### src/rtl/inst_decode_stage.sv
// Instruction decode stage: decodes the offered word into register indices, immediate and
// class, then passes it on through a one-deep output register backed by a single skid entry.
module inst_decode_stage #(
    parameter bit STRICT_ALIGN = 1'b1
) (
    input  logic        clk,
    input  logic        rst_n,
    input  logic        if2id_valid,
    input  logic [31:0] if2id_pc,
    input  logic [31:0] if2id_inst,
    output logic        if2id_ready,
    input  logic        flush,
    input  logic        id2ex_ready,
    output logic        id2ex_valid,
    output logic [31:0] id2ex_pc,
    output logic [4:0]  id2ex_rd,
    output logic [4:0]  id2ex_rs1,
    output logic [4:0]  id2ex_rs2,
    output logic [31:0] id2ex_imm,
    output logic [3:0]  id2ex_type,
    output logic [3:0]  id2ex_funct,
    output logic [31:0] id2ex_count
);

    localparam int unsigned XLEN  = 32;
    localparam int unsigned REGW  = 5;
    localparam int unsigned TYPEW = 4;

    localparam logic [TYPEW-1:0] T_OP     = 4'd0;
    localparam logic [TYPEW-1:0] T_OPIMM  = 4'd1;
    localparam logic [TYPEW-1:0] T_LOAD   = 4'd2;
    localparam logic [TYPEW-1:0] T_STORE  = 4'd3;
    localparam logic [TYPEW-1:0] T_BRANCH = 4'd4;
    localparam logic [TYPEW-1:0] T_JAL    = 4'd5;
    localparam logic [TYPEW-1:0] T_JALR   = 4'd6;
    localparam logic [TYPEW-1:0] T_LUI    = 4'd7;
    localparam logic [TYPEW-1:0] T_AUIPC  = 4'd8;
    localparam logic [TYPEW-1:0] T_FENCE  = 4'd9;
    localparam logic [TYPEW-1:0] T_SYSTEM = 4'd10;
    localparam logic [TYPEW-1:0] T_ILL    = 4'd15;

    typedef struct packed {
        logic [XLEN-1:0]  pc;
        logic [REGW-1:0]  rd;
        logic [REGW-1:0]  rs1;
        logic [REGW-1:0]  rs2;
        logic [XLEN-1:0]  imm;
        logic [TYPEW-1:0] typ;
        logic [3:0]       funct;
    } dec_t;

    dec_t            dec_c;
    dec_t            out_q, out_d, skid_q, skid_d;
    logic            out_valid_q, out_valid_d;
    logic            skid_valid_q, skid_valid_d;
    logic            ready_q, ready_d;
    logic [XLEN-1:0] count_q, count_d;
    logic            accept_c, drain_c;

    // Decode of the presented word; class first, then the immediate selected by class.
    always_comb begin
        dec_c       = '0;
        dec_c.pc    = if2id_pc;
        dec_c.rd    = if2id_inst[11:7];
        dec_c.rs1   = if2id_inst[19:15];
        dec_c.rs2   = if2id_inst[24:20];
        dec_c.funct = {if2id_inst[30], if2id_inst[14:12]};
        case (if2id_inst[6:0])
            7'b0110011: dec_c.typ = T_OP;
            7'b0010011: dec_c.typ = T_OPIMM;
            7'b0000011: dec_c.typ = T_LOAD;
            7'b0100011: dec_c.typ = T_STORE;
            7'b1100011: dec_c.typ = T_BRANCH;
            7'b1101111: dec_c.typ = T_JAL;
            7'b1100111: dec_c.typ = T_JALR;
            7'b0110111: dec_c.typ = T_LUI;
            7'b0010111: dec_c.typ = T_AUIPC;
            7'b0001111: dec_c.typ = T_FENCE;
            7'b1110011: dec_c.typ = T_SYSTEM;
            default:    dec_c.typ = T_ILL;
        endcase
        if (STRICT_ALIGN && (if2id_pc[1:0] != 2'b00)) begin
            dec_c.typ = T_ILL;
        end
        case (dec_c.typ)
            T_OPIMM, T_LOAD, T_JALR, T_SYSTEM:
                dec_c.imm = {{20{if2id_inst[31]}}, if2id_inst[31:20]};
            T_STORE:
                dec_c.imm = {{20{if2id_inst[31]}}, if2id_inst[31:25], if2id_inst[11:7]};
            T_BRANCH:
                dec_c.imm = {{19{if2id_inst[31]}}, if2id_inst[31], if2id_inst[7],
                             if2id_inst[30:25], if2id_inst[11:8], 1'b0};
            T_LUI, T_AUIPC:
                dec_c.imm = {if2id_inst[31:12], 12'b0};
            T_JAL:
                dec_c.imm = {{11{if2id_inst[31]}}, if2id_inst[31], if2id_inst[19:12],
                             if2id_inst[20], if2id_inst[30:21], 1'b0};
            default:
                dec_c.imm = '0;
        endcase
    end

    assign accept_c = if2id_valid & ready_q;
    assign drain_c  = out_valid_q & id2ex_ready;

    // Next-state for output register and skid; ready_q tracks skid emptiness so no
    // accept can coincide with a full skid.
    always_comb begin
        out_d        = out_q;
        out_valid_d  = out_valid_q;
        skid_d       = skid_q;
        skid_valid_d = skid_valid_q;
        count_d      = count_q + XLEN'(drain_c);
        if (flush) begin
            out_valid_d  = 1'b0;
            skid_valid_d = 1'b0;
        end else if (!out_valid_q || drain_c) begin
            if (skid_valid_q) begin
                out_d        = skid_q;
                out_valid_d  = 1'b1;
                skid_valid_d = 1'b0;
            end else if (accept_c) begin
                out_d       = dec_c;
                out_valid_d = 1'b1;
            end else begin
                out_valid_d = 1'b0;
            end
        end else if (accept_c) begin
            skid_d       = dec_c;
            skid_valid_d = 1'b1;
        end
        ready_d = ~skid_valid_d;
    end

    always_ff @(posedge clk or negedge rst_n) begin
        if (!rst_n) begin
            out_q        <= '0;
            out_valid_q  <= 1'b0;
            skid_q       <= '0;
            skid_valid_q <= 1'b0;
            ready_q      <= 1'b0;
            count_q      <= '0;
        end else begin
            out_q        <= out_d;
            out_valid_q  <= out_valid_d;
            skid_q       <= skid_d;
            skid_valid_q <= skid_valid_d;
            ready_q      <= ready_d;
            count_q      <= count_d;
        end
    end

    assign if2id_ready = ready_q;
    assign id2ex_valid = out_valid_q;
    assign id2ex_pc    = out_q.pc;
    assign id2ex_rd    = out_q.rd;
    assign id2ex_rs1   = out_q.rs1;
    assign id2ex_rs2   = out_q.rs2;
    assign id2ex_imm   = out_q.imm;
    assign id2ex_type  = out_q.typ;
    assign id2ex_funct = out_q.funct;
    assign id2ex_count = count_q;

endmodule

### config.mk
export PLATFORM = sky130hd
export DESIGN_NAME = inst_decode_stage
export DESIGN_NICKNAME = d
export VERILOG_FILES = /design/src/rtl/inst_decode_stage.sv
export SDC_FILE = /design/constraint.sdc
export NUM_CORES = 1
export LEC_CHECK = 0
export BUFFER_PORTS_ARGS = -buffer_cell sky130_fd_sc_hd__buf_2
export CAP_MARGIN = 15
export CELL_PAD_IN_SITES_DETAIL_PLACEMENT = 0
export CELL_PAD_IN_SITES_GLOBAL_PLACEMENT = 1
export CORE_ASPECT_RATIO = 0.6
export CORE_MARGIN = 8
export CORE_UTILIZATION = 38
export CTS_CLUSTER_DIAMETER = 100
export DETAILED_ROUTE_END_ITERATION = 12
export PLACE_DENSITY = 0.73
export SETUP_SLACK_MARGIN = 0.05
export SYNTH_ARGS = -nofsm -noshare
export SYNTH_HDL_FRONTEND = slang
export SYNTH_SLANG_ARGS = --single-unit
### constraint.sdc
create_clock -name clk -period 1.7 [get_ports clk]
set_clock_uncertainty 0.1 [all_clocks]
set_input_delay 0.17 -clock clk [delete_from_list [all_inputs] [get_ports clk]]
set_output_delay 0.17 -clock clk [all_outputs]
set_load 0.01 [all_outputs]
-- Word-level counts from Yosys, hierarchy flattened
Cells that the tools add are included.
- register bits: 209
- input bits: 69
- word-level logic and storage cells: 65
- $add $sub $neg: 1
- equality and inequality tests: 20
- muxes and demuxes: 12
- bitwise operators: 5
- reductions and logical operators: 9
- operator list (kind ; count):
    87-bit 2-to-1 mux ; 2
    32-bit case mux with 5 select lines ; 1
    4-bit case mux with 11 select lines ; 1
    32-bit by 1-bit adder with 32-bit output ; 1
    7-bit == test (second input constant) ; 4
    7-bit by 6-bit == test with 1-bit output (second input constant) ; 3
    4-bit by 3-bit == test with 1-bit output (second input constant) ; 4
    7-bit by 5-bit == test with 1-bit output (second input constant) ; 2
    4-bit by 2-bit == test with 1-bit output (second input constant) ; 2
    4-bit == test (second input constant) ; 2
    7-bit by 2-bit == test with 1-bit output (second input constant) ; 1
    7-bit by 4-bit == test with 1-bit output (second input constant) ; 1
    1-bit 2-to-1 mux ; 7
    3-bit AND reduction ; 2
    2-bit nonzero test ; 3
    4-bit by 1-bit == test with 1-bit output (second input constant) ; 1
    4-bit 2-to-1 mux ; 1
    4-bit OR reduction ; 1
    1-bit NOT ; 3
    1-bit AND ; 2
    2-bit OR reduction ; 1
    1-bit zero test ; 1
    1-bit logical OR ; 1

-- Logic depth before layout (Yosys ltp)
Gate-level depths: netlist (run 1).
- depth after elaboration: 8
- gate-level depth with buffers: 9

-- Least setup slack after synthesis (run 1)
No wires, ideal clock.
- path type: register -> register
- from: register out_valid_q (netlist: id2ex_valid)
- to: register count_q[26] (netlist: id2ex_count[26])
- setup time: 126 ps
- arrival: 1791 ps
- required time: 1474 ps
- setup slack: -317 ps
- stages on the path, launching flop included: 9
- buffers on the path: 0
- clock period less this slack: 2017 ps
- path through: dfrtp_1 > and2_1 > ha_1 > ha_1 > nand3_1 > or3_1 > nor2_1 > nand2_1 > xnor2_1
- word-level cells in the longest chain between the ends: 2
- ends and longest elaborated chain (item ; RTL line ; source):
    start, declared ; 54 ; logic out_valid_q, out_valid_d;
    start signal, assigned ; 145 ; out_valid_q <= out_valid_d;
    1-bit AND ; 104 ; assign drain_c = out_valid_q & id2ex_ready;
    32-bit by 1-bit adder with 32-bit output ; 113 ; count_d = count_q + XLEN'(drain_c);
    via count_d[26] ; 57 ; logic [XLEN-1:0] count_q, count_d;
    end signal, assigned ; 149 ; count_q <= count_d;
    end, declared ; 57 ;
The timed path passes the listed nets, and every way through them passes these cells.
A chain may end at the register's enable or synchronous reset.

-- Final worst setup path (run 1)
Ends and elaborated chain as after synthesis.

==> impl_results.md, run 1 <==
- CTS Buf Count: 22
- Root Buffer: clkbuf_16
- Pin count of the biggest net entering global routing: 44
- Area leader, netlist: dfrtp_1
- Final WL: around 34000 um
- Type of origin of the critical path: register
- Reg2Reg Depth: 8
- Worst hold path class: input pin to asynchronous set/reset pin
- Core Rows: 45
- Iter 0 DRT Violations: 697
- Routed Antenna Nets: 0
- Syn avg cell area: 9.699 um2
- Asr flop ratio synth: 100.0%
- DRC: 0
- Worst hold slack: 0.05016 ns
- CP most frequent cell: ha_4
- Post-layout min period: ~1.8 ns
- Mapped Cells: ~980
- Layout area overhead: 54.59%
- Vias: approximately 8900
- Post-synth cell types: 66
- Post-synth top flop: dfrtp_1
- Total congestion overflow: 0
- Tcrit/Tclk final: 108.3%
- Crit path DAT: 2.14 ns
- Slew Limit Headroom: between 70 and 80%
- Share of layout cells above drive strength 1: about two fifths
- Synth cell count leaders: nand2_1, dfrtp_1, o21ai_0
- Total clock sinks: around 210
- Critical path, cell by cell: and2_4 -> ha_4 -> ha_4 -> nand3_4 -> or3_4 -> nor2_4 -> nand2_1 -> xnor2_1
- Endpoints failing hold: 0
- Ports: 190
- Final Wtd Congestion: 0.8407
- Top cell type's share of synthesized area: a little over half
- Layout Utilization: 59.02%
- Worst-Skew Late Latency: 0.51 ns
- Die Span X: between 200 and 250 um
- Outcome: finished, violations left
- Synth warn: 0
- Vias per Instance: 5.224
- Post-Syn Area: 0.009544 mm2
- Global-route usage over all layers: 19.73%
- RSZ-0062 raised after global routing: true
- CP Max Fanout: 3
- Wire length per cell: 19.94 um
- Seq/Total Area, Yosys: 54.80%
- First-pass GRT wire length: slightly below 50000 um
- Worst slew pin tran: just over 0.4 ns
- Drt pass-1 iters: 5
- Syn Nets: 1055
- Vias in the first global route: 8467
- Filler cells: 2158
- Nets: around 1400
- Violated checks: setup timing
- Top-count cell post-synth: nand2_1
- Synth Register Bits: 209
- TritonCTS clock tree: built
- EDFF count, synth: 0
- Full die area: 0.03061 mm2
- Kind of critical path: register to register
- CORE AREA: between 0.02 and 0.025 mm2
- Ranking of synthesized cells by area: dfrtp_1, nand2_1, mux2i_1, o21ai_0, a21oi_1
- Crit end category: register
- Max_cap viols: 0
- Pwr dens: 944.8 mW/mm2
- Worst IR Drop VDD: around 0.00064 V
- Post-route worst setup slack: -0.1419 ns
- Leakage: 6.977 nW
- Slew Viols, Final: 0
- Critical-path top delay cell: or3_4
- HPWL Detailed: 21220 um
- Final setup vio count: 97
- Clock transition at path regs: 0.07 ns
- Number of H-tree levels: 1
- Port buffer count: 189
- Worst EP required: about 2.0 ns
- Starting Density: 38.18%
- Die H: 138.8 um
- Antenna violations before repair: 2
- Max Freq: around 0.54 GHz
- Max incr delay on CP: 0.39 ns
- Clock buffer depth: 3
-- through the flow --
| stage | cell area [um2] | setup slack (ns) | power [W] | TNS (ns) | std cells |
|---|---|---|---|---|---|
| floorplan | 9779 | -0.2158 | 0.007430 | -9.791 | 984 |
| detailed placement | 11760 | -0.5427 | 0.008612 | -32.04 | 1551 |
| CTS | 13500 | -0.1247 | 0.01369 | -5.632 | 1669 |
| global route | 14750 | -0.2591 | 0.01462 | -12.54 | 1711 |
| global placement | 11760 | -0.4780 | 0.008549 | -28.34 | 1551 |
| finish | 14750 | -0.1419 | 0.01394 | -3.626 | 1712 |
-- state kept, by name (all words and copies together), names as in the netlist --
| name | count |
|---|---|
| id2ex_rs2 | 5 |
| id2ex_funct | 4 |
| id2ex_count | 32 |
| id2ex_rs1 | 5 |
| skid_q | 87 |
| id2ex_pc | 32 |
| id2ex_type | 4 |
| id2ex_rd | 5 |
| id2ex_valid | 1 |
| id2ex_imm | 32 |
| skid_valid_q | 1 |
| if2id_ready | 1 |
-- area by class of cell --
type | count | area, um2 | share of cell area [%]
Sequential cell | 209 | 5235 | 35.48
Antenna cell | 3 | 7.507 | 0.05088
Inverter | 3 | 11.26 | 0.07632
Timing Repair Buffer | 421 | 3646 | 24.71
Clock buffer | 33 | 661.9 | 4.486
Clock inverter | 5 | 61.31 | 0.4155
Multi-Input combinational cell | 709 | 4720 | 31.99
Tap cell | 329 | 411.6 | 2.790
-- cells in the final DEF (no fill, tap or decap), drive strengths merged, types with 4 or more instances in the layout --
cell type      n
buf          343
nand2        250
dfrtp        209
o21ai        106
dlygate4sd3   60
mux2i         51
clkbuf        50
nor2          44
a21oi         44
nand3         24
xnor2         21
nand3b        20
a31oi         18
nor3          14
and3          11
xor2          10
nand4          8
a32oi          8
a22o           6
or3            6
and2           6
o211ai         5
and4           5
nor3b          5
a221o          4
clkinv         4
nand2b         4
nor2b          4
-- power by group --
group	switching [W]	total [W]	internal, W
logic	0.00146	0.00279	0.00133
registers	0.000497	0.00627	0.00578
clock network	0.00204	0.00488	0.00284
-- final timing paths --
check,startpoint,endpoint,slack [ns]
max,id2ex_valid,id2ex_count[26],-0.14
min,rst_n,id2ex_count[12],0.05
max reg2reg,id2ex_valid,id2ex_count[26],-0.14
min reg2reg,id2ex_count[31],id2ex_count[31],0.37
max in group asynchronous,rst_n,skid_q[17],0.83
min in group clk,if2id_valid,skid_q[54],0.06
-- logic make-up after synthesis --
logic type | after synthesis | synth area share, %
compound gates | 209 | 13.11
xor+xnor | 31 | 2.845
fa+ha+maj | 2 | 0.2622
buf+inv | 67 | 3.146
flops | 209 | 54.80
mux | 53 | 5.585
simple gates | 413 | 20.25
-- routing by layer --
layer	up-vias	GRT usage, %	routed length, um
li1	4205	-	-
met5	-	0	0
met3	29	4.902	2650
met4	0	2.588	340
met1	4413	30.11	16570
met2	297	28.32	14580
-- critical path: cells and delay by family, from the launching register on --
kind / cells / cell delay (ns)
simple gates: 5 / 0.83
flops: 1 / 0.34
fa+ha+maj: 2 / 0.31
xor+xnor: 1 / 0.13
-- what timing repair did --
| item | 4_1_cts | 5_1_grt |
|---|---|---|
| endpoints found under the setup margin | 162 | 189 |
| gates cloned | 5 | 26 |
| pin swaps | 16 | 19 |
| gates resized for setup | 55 | 153 |
| hold buffers | 60 | 0 |
| endpoints found under the hold margin | 374 | 0 |
| setup buffers | 17 | 17 |
No activity file was read; power rests on OpenSTA's default activity.
==> inputs of run 2 (changes only) <==
- HOLD_SLACK_MARGIN: unset -> 0.06
- SLEW_MARGIN: unset -> 20
==> run 2 against run 1 <==
Effect of this change: the run still ends with setup timing left; utilization rose by 0.080 points; clock-buffer cell count did not move; non-clock buffer count grew 2; hold slack better by 0.19 ns; die area unchanged; clock power about the same; combinational power about the same; first-iteration DRC count rose by 2.9%; routed wire length about the same; critical endpoint unchanged.
==> impl_results.md, run 2 (synthesized netlist as in run 1, its figures left out) <==
- Pwr dens: 943.7 mW/mm2
- Tcrit/Tclk final: 109.4%
- Worst-Skew Late Latency: 0.51 ns
- Total clock sinks: 209
- Crit end category: register
- Max FFs per register: a little under 90
- Layout Utilization: roughly three fifths
- Starting Density: 38.18%
- Net Sw Power: 0.003991 W
- Routed Antenna Nets: 0
- Max Freq: 0.5376 GHz
- RSZ-0062 raised after global routing: true
- Die H: 138.8 um
- Iter 0 DRT Violations: 717
- Wire length per cell: 19.91 um
- Nets: 1439
- Layout area overhead: 54.80%
- Number of H-tree levels: 1
- Top reg by flops: skid_q
- Clock power share: 35.0%
- Worst hold path class: input pin to register
- Leakage: 6.985 nW
- Violated checks: setup timing
- Reg area: roughly 0.0052 mm2
- Final WL: around 34000 um
- Sequential Power Share: 45.0%
- Placed Instances: 1551
- Post-route worst setup slack: -0.1603 ns
- Commonest non-fill, non-tap cell in the layout: nand2_1
- Crit path DAT: roughly 2.2 ns
- CTS Buf Count: 22
- CP Max Fanout: 3
- Clock buffer depth: 3
- Pin count of the biggest net entering global routing: 44
- Reg2Reg Depth: 8
- Die Span X: ~220 um
- Endpoints failing hold: 0
- Type of origin of the critical path: input pin
- Outcome: finished, violations left
- Total power: 0.01394 W
- Full die area: around 0.03 mm2
- Place WS: -0.5427 ns
- TNS Setup: -4.137 ns
- Hold Path Cell Cnt: 5
- Most frequent cells in the layout: nand2_1, dfrtp_1, buf_2, buf_4, o21ai_1
- First-pass GRT wire length: 48750 um
- Root Buffer: clkbuf_16
- Port buffer count: 189
- Drt pass-1 iters: 5
- Post-layout min period: 1.860 ns
- Final std cells w/o fill: ~1700
- Vias: between 8000 and 9000
- Clock transition at path regs: roughly 0.07 ns
- DRC: 0
- TritonCTS clock tree: built
- Logic pwr share: 20.0%
- Net Sw Frac: 28.63%
- Worst EP required: 2.00 ns
- Worst IR Drop VDD: 0.0006356 V
- Filler cells: 2149
- Share of layout cells above drive strength 1: 37.99%
- Final Wtd Congestion: 0.8407
- Slew Limit Headroom: 72.72%
- Multi-input gate area in the final layout: 0.004720 mm2
- CORE AREA: 0.02500 mm2
- Final setup vio count: 112
- Total congestion overflow: 0
- Antenna violations before repair: 2
- Max_cap viols: 0
- Core Rows: 45
- Kind of critical path: input pin to register
- Ports: 190
- Vias per Instance: 5.218
- HPWL Detailed: 21220 um
- Worst slew pin tran: 0.4082 ns
- Vias in the first global route: 8481
- Slew Viols, Final: 0
- Pint: ~0.01 W
- Global-route usage over all layers: 19.74%
run 2: cell count changes in the layout (fill, tap and decap cells not counted), sizes merged:
cell / previous run / this run
dlygate4sd3: 60 / 62
run 2: path summary, 6_finish.rpt:
| kind | startpoint | endpoint | slack [ns] |
|---|---|---|---|
| min in group asynchronous | rst_n | id2ex_count[12] | 0.58 |
| max in group asynchronous | rst_n | skid_q[17] | 0.29 |
| min reg2reg | id2ex_count[31] | id2ex_count[31] | 0.37 |
| max | id2ex_ready | id2ex_count[26] | -0.16 |
| max reg2reg | id2ex_valid | id2ex_count[26] | -0.14 |
| min | if2id_inst[3] | skid_q[6] | 0.24 |
run 2: cell type report:
type / count / area share (%)
Multi-Input combinational cell: 709 / 31.94
Inverter: 3 / 0.07622
Antenna cell: 3 / 0.05081
Clock buffer: 33 / 4.480
Sequential cell: 209 / 35.43
Clock inverter: 5 / 0.4150
Timing Repair Buffer: 423 / 24.81
Tap cell: 329 / 2.786
run 2: critical path, stage by stage:
cell and delay (ns):
buf_2 0.11, dlygate4sd3_1 0.58, and2_4 0.17, ha_4 0.16
ha_4 0.15, nand3_4 0.07, or3_4 0.39, nor2_4 0.13
nand2_1 0.08, xnor2_1 0.13
run 2: repair_timing:
| action | CTS | global route |
|---|---|---|
| endpoints found under the hold margin | 375 | 0 |
| hold buffers | 62 | 0 |
| buffers inserted | 17 | 17 |
| endpoints found under the setup margin | 162 | 189 |
| resized for setup | 55 | 153 |
| cloned | 5 | 26 |
| pin swaps | 16 | 19 |
run 2: per-layer routing:
metal  up-vias  GRT usage (%)  part of all wire (%)
met5         -              0                     0
met3        27          4.902                   7.7
met1      4432          30.11                    49
met2       276          28.36                    43
li1       4208              -                     -
met4         0          2.588                  0.93
run 2: power groups by stage:
stage	clock network (W)	logic, W	registers, W
floorplan	0	0.000993	0.00644
global placement	0	0.00225	0.00630
detailed placement	0	0.00229	0.00633
CTS	0.00499	0.00246	0.00625
global route	0.00520	0.00307	0.00637
finish	0.00488	0.00279	0.00627
run 2: stage by stage:
step | instance area [um2] | hold slack (ns)
after global routing | 14770 | 0.2781
after global placement | 11760 | -0.01603
final | 14770 | 0.2402
after detailed placement | 11760 | -0.007970
after CTS | 13520 | 0.1997
after floorplan | 9779 | -0.2256
